## src/rtl/rectangle128_keysched.sv

```systemverilog
// RECTANGLE-128 key schedule: expands a 128-bit user key into 26 round keys,
// one per clock, and serves them to the cipher core through a combinational read port.
module rectangle128_keysched #(
    parameter int         NKEYS   = 26,
    parameter logic [4:0] RC_INIT = 5'h01
) (
    input  logic         Clk,
    input  logic         RstN,
    input  logic         KeyLoad,
    input  logic [127:0] Key,
    output logic         Busy,
    output logic         skey_ready,
    input  logic [4:0]   RAddr,
    output logic [63:0]  roundKey
);

    typedef enum logic [1:0] {
        IDLE  = 2'd0,
        GEN   = 2'd1,
        READY = 2'd2
    } state_t;

    localparam logic [4:0] LAST = 5'(NKEYS - 1);

    state_t      state;
    logic [31:0] row0, row1, row2, row3;
    logic [4:0]  rc;
    logic [4:0]  wr_idx;
    logic [63:0] slots [NKEYS];

    logic [31:0] s0, s1, s2, s3;
    logic [31:0] n0, n1, n2, n3;
    logic [3:0]  sb;
    logic [4:0]  rc_nxt;

    function automatic logic [3:0] sbox(input logic [3:0] x);
        logic [3:0] y;
        unique case (x)
            4'h0: y = 4'h6;
            4'h1: y = 4'h5;
            4'h2: y = 4'hC;
            4'h3: y = 4'hA;
            4'h4: y = 4'h1;
            4'h5: y = 4'hE;
            4'h6: y = 4'h7;
            4'h7: y = 4'h9;
            4'h8: y = 4'hB;
            4'h9: y = 4'h0;
            4'hA: y = 4'h3;
            4'hB: y = 4'hD;
            4'hC: y = 4'h8;
            4'hD: y = 4'hF;
            4'hE: y = 4'h4;
            4'hF: y = 4'h2;
        endcase
        return y;
    endfunction

    // Only the low 8 columns pass through the S-box in the key schedule
    always_comb begin
        s0 = row0;
        s1 = row1;
        s2 = row2;
        s3 = row3;
        sb = '0;
        for (int j = 0; j < 8; j++) begin
            sb = sbox({row3[j], row2[j], row1[j], row0[j]});
            s0[j] = sb[0];
            s1[j] = sb[1];
            s2[j] = sb[2];
            s3[j] = sb[3];
        end
        n0 = {s0[23:0], s0[31:24]} ^ s1;
        n0[4:0] = n0[4:0] ^ rc;
        n1 = s2;
        n2 = {s2[15:0], s2[31:16]} ^ s3;
        n3 = s0;
        rc_nxt = {rc[3:0], rc[4] ^ rc[2]};
    end

    always_ff @(posedge Clk or negedge RstN) begin
        if (!RstN) begin
            state      <= IDLE;
            Busy       <= 1'b0;
            skey_ready <= 1'b0;
            row0       <= '0;
            row1       <= '0;
            row2       <= '0;
            row3       <= '0;
            rc         <= RC_INIT;
            wr_idx     <= '0;
            for (int i = 0; i < NKEYS; i++) slots[i] <= '0;
        end else begin
            unique case (state)
                IDLE, READY: begin
                    if (KeyLoad) begin
                        row0       <= Key[31:0];
                        row1       <= Key[63:32];
                        row2       <= Key[95:64];
                        row3       <= Key[127:96];
                        rc         <= RC_INIT;
                        wr_idx     <= '0;
                        state      <= GEN;
                        Busy       <= 1'b1;
                        skey_ready <= 1'b0;
                    end
                end
                GEN: begin
                    slots[wr_idx] <= {row3[15:0], row2[15:0],
                                      row1[15:0], row0[15:0]};
                    row0   <= n0;
                    row1   <= n1;
                    row2   <= n2;
                    row3   <= n3;
                    rc     <= rc_nxt;
                    wr_idx <= wr_idx + 5'd1;
                    if (wr_idx == LAST) begin
                        state      <= READY;
                        Busy       <= 1'b0;
                        skey_ready <= 1'b1;
                    end
                end
                default: state <= IDLE;
            endcase
        end
    end

    assign roundKey = (RAddr < 5'(NKEYS)) ? slots[RAddr] : '0;

endmodule

```

## config.mk

```make
export PLATFORM = sky130hd
export DESIGN_NAME = rectangle128_keysched
export DESIGN_NICKNAME = d
export VERILOG_FILES = /design/src/rtl/rectangle128_keysched.sv
export SDC_FILE = /design/constraint.sdc
export NUM_CORES = 2
export LEC_CHECK = 0
export CELL_PAD_IN_SITES_DETAIL_PLACEMENT = 1
export CELL_PAD_IN_SITES_GLOBAL_PLACEMENT = 1
export CORE_UTILIZATION = 50
export DETAILED_ROUTE_END_ITERATION = 10
export DONT_BUFFER_PORTS = 1
export PLACE_DENSITY = 0.82
export SLEW_MARGIN = 40
export SYNTH_ARGS = -nofsm -noshare
export SYNTH_HDL_FRONTEND = slang
export SYNTH_SLANG_ARGS = --single-unit
```

## constraint.sdc

```tcl
create_clock -name Clk -period 8.4 [get_ports Clk]
set_clock_uncertainty 0.05 [all_clocks]
set_input_delay 2.52 -clock Clk [delete_from_list [all_inputs] [get_ports Clk]]
set_output_delay 2.52 -clock Clk [all_outputs]
set_load 0.05 [all_outputs]
```

==> flow_metrics.py <==
metrics = {
    "place": {
        "hpwl_um": 151000,
        "io_buffers": 0,
        "pre_cts_ws_ns": 1.24,
        "place_area_um2": 85700,
        "place_congestion": 0.803,
        "dp.cells": 7622,
    },
    "power_and_ir_drop": {
        "pwr-share-seq_pct": 43.0,
        "power.switching_mw": 13.6,
        "combPwrFrac_pct": 34.3,
        "power_switching_share_pct": 36.5,
        "power_leakage_nw": 41.6,
        "p_int_mw": 23.6,
        "ir_worst_vdd_uv": 256,
        "powerDensity_nw_per_um2": 403,
        "pwr-share-clk_pct": 22.8,
    },
    "global_route": {
        "grt_max_degree": 527,
        "grt_usage_pct": 32.2,
        "grt_overflow_total": 0,
        "grt_pass1_wl_um": 401000,
        "grt_pass1_vias": 58100,
        "antenna_found_initial": 27,
    },
    "timing": {
        "hold_viol": 0,
        "tightest_slew_ns": 1.19,
        "fin_setup_tns_ns": 0,
        "period_minus_slack_ns": 8.26,
        "clock.fmax_mhz": 121,
        "finalSetupViolCount": 0,
        "slew_headroom_pct": 20.6,
        "fin_crit_sh_pct": 98.3,
        "finalMaxSlewViolations": 0,
        "setup_slack_ns": 0.140,
    },
    "floorplanning": {
        "dieWidth_um": 411,
        "die_h_um": 411,
        "fp-row-count": 149,
        "die_area_um2": 169000,
        "core_area_um2": 166000,
        "io_pins": 202,
        "initial_core_util_pct": 50.5,
    },
    "worst_setup_path": {
        "crit_path_max_fanout": 48,
        "crit_required_ns": 5.83,
        "endpoint_kind": "output pin",
        "critical_path_arrival_ns": 5.69,
        "startpoint_type": "input port",
        "crit_type": "input port to output pin",
    },
    "layout": {
        "area_delta_synth_final_pct": 10.4,
        "layout.cells.non_filler": 7985,
        "design_area_um2": 92400,
        "final_common_cell": "dfrtp_1",
        "fin_nets": 5810,
        "mostFrequentLayoutCells": "1778 x dfrtp_1, 1527 x mux2_2, 333 x mux2i_1",
        "drive_gt1_share_pct": 40.8,
    },
    "yosys": {
        "syn_avg_cell_area_um2": 14.2,
        "ys_ff_latch": 1806,
        "seq_area_frac_synth_pct": 54.0,
        "synth.lib_cells_used.distinct": 56,
        "synth_edf_count": 0,
        "ys.flop_type": "dfrtp_1",
        "syn_inst": 5877,
        "synthesis.area_um2": 83700,
        "synth.net_count": 6049,
        "async_flop_share_pct": 100,
        "yosys_warnings": 0,
    },
    "clocking": {
        "cts_buffer_depth": 3,
        "cts_sinks": 1806,
        "worstSkewPairLatency_ns": 0.85,
        "clk_pin_slew_worst_paths_ns": 0.05,
        "cts.htree.levels": 4,
        "cts_buffers": 184,
        "cts_tree": "yes",
        "cts-root-buf": "clkbuf_16",
    },
    "job": {
        "cap_violations": 0,
    },
    "detailed_routing": {
        "drt-initial-drc-count": 5223,
        "dr.pass1.iters": 6,
        "viasPerCell": 6.66,
        "drc": 0,
        "wl_per_cell_um": 34.6,
        "routed-via-count": 53200,
        "routed_wl_um": 276000,
        "ant_nets": 0,
    },
    "run_status": {
        "status": "finished clean",
    },
    "min_path": {
        "hold_class": "register to register",
    },
}
==> what timing repair did <==
action | 4_1_cts | 5_1_grt
resized for setup | 0 | 1
hold buffers | 0 | 0
hold endpoints to repair | 0 | 0
setup buffers | 0 | 0
setup endpoints to repair | 0 | 32
==> final timing paths <==
path                            startpoint            to  slack (ns)  cells past startpoint
worst max-delay path              RAddr[0]  roundKey[51]        0.14                      8
worst min-delay path            slots[403]    slots[403]        0.43                      2
worst max register to register   wr_idx[1]    slots[862]        4.37                      7
worst min register to register  slots[403]    slots[403]        0.43                      2
max in group asynchronous             RstN    slots[268]        4.93                      4
min in group asynchronous             RstN    slots[381]        1.53                      1
==> through the flow <==
stage | hold slack, ns | power (mW) | util [%]
6_report | 0.427 | 37.2 | 55.8
5_1_grt | 0.442 | 38.7 | 55.8
4_1_cts | 0.429 | 36.8 | 55.5
3_5_place_dp | 0.416 | 28.0 | 51.8
3_3_place_gp | 0.404 | 26.6 | 51.3
2_1_floorplan | 0.392 | 23.6 | -
==> flip-flops by register name, summed over array words and instances, names as in the netlist <==
signal	count
row2	32
row1	32
skey_ready	1
row0	32
slots	1664
Busy	1
row3	32
wr_idx	5
rc	5
state	2
==> power groups by stage <==
stage | combinational (mW) | clock, mW | sequential (mW)
6_report | 12.8 | 8.47 | 16.0
5_1_grt | 13.5 | 8.84 | 16.3
3_5_place_dp | 12.2 | 0 | 15.8
3_3_place_gp | 11.4 | 0 | 15.2
4_1_cts | 12.5 | 8.50 | 15.8
2_1_floorplan | 9.56 | 0 | 14.1
==> cell usage after synthesis, types with 6 or more instances <==
| cell type | number | share of area, % |
|---|---|---|
| inv_1 | 25 | 0.11 |
| mux4_1 | 33 | 1.0 |
| o221ai_1 | 18 | 0.19 |
| nor2_1 | 77 | 0.35 |
| o21ai_0 | 185 | 1.1 |
| clkbuf_1 | 292 | 1.3 |
| buf_1 | 31 | 0.14 |
| mux4_2 | 273 | 7.3 |
| a211oi_1 | 8 | 0.072 |
| o31ai_1 | 8 | 0.072 |
| buf_2 | 169 | 1.0 |
| o211ai_1 | 22 | 0.20 |
| xor2_1 | 11 | 0.12 |
| buf_4 | 60 | 0.54 |
| buf_6 | 37 | 0.50 |
| a22oi_1 | 128 | 1.1 |
| a31oi_1 | 34 | 0.25 |
| nor2b_1 | 17 | 0.13 |
| nand2_1 | 332 | 1.5 |
| nor3_1 | 6 | 0.036 |
| nand2b_1 | 33 | 0.25 |
| o2111ai_1 | 6 | 0.063 |
| mux2_2 | 1527 | 21 |
| a221o_1 | 38 | 0.45 |
| dfrtp_1 | 1805 | 54 |
| or2_1 | 28 | 0.21 |
| a31o_2 | 6 | 0.063 |
| and3_1 | 15 | 0.11 |
| o22ai_1 | 59 | 0.44 |
| mux2i_1 | 337 | 4.0 |
| xnor2_1 | 67 | 0.70 |
| ha_1 | 36 | 0.54 |
| a21o_1 | 6 | 0.054 |
| mux2_1 | 34 | 0.46 |
| nand3_1 | 26 | 0.16 |
| a21oi_1 | 31 | 0.19 |
==> metal layers <==
metal	vias up	routed length [um]	global-route usage, %
li1	20900	-	-
met1	29100	107000	41.3
met2	2361	132000	51.5
met3	792	21500	7.07
met4	34	14900	16.1
met5	-	223	0
==> cell families after synthesis <==
| family | Yosys count | share of synthesized area [%] |
|---|---|---|
| DFF | 1806 | 54.0 |
| xor gates and xnor gates | 78 | 0.816 |
| muxes | 2204 | 33.4 |
| adders and majority gates | 36 | 0.538 |
| AOI/OAI and AO/OA | 567 | 4.48 |
| and+or+nand+nor | 567 | 3.03 |
| buffers and inverters | 619 | 3.70 |
==> layout make-up <==
cell class | instances | area (um2)
Antenna cell | 8 | 20.0
Clock buffer | 284 | 5430
Clock inverter | 52 | 682
Fill cell | 15400 | 73200
Inverter | 26 | 105
Multi-Input combinational cell | 3452 | 36000
Sequential cell | 1806 | 45200
Tap cell | 2189 | 2740
Timing Repair Buffer | 168 | 2170
==> critical path, cell delays in order <==
cell and delay [ns]:
buf_16 0.29, buf_16 0.33, buf_16 0.34, buf_16 0.35
mux4_2 0.57, nand2b_1 0.17, a31oi_1 0.49, o221ai_4 0.39
Note: power is estimated with default switching activity, not from simulation.
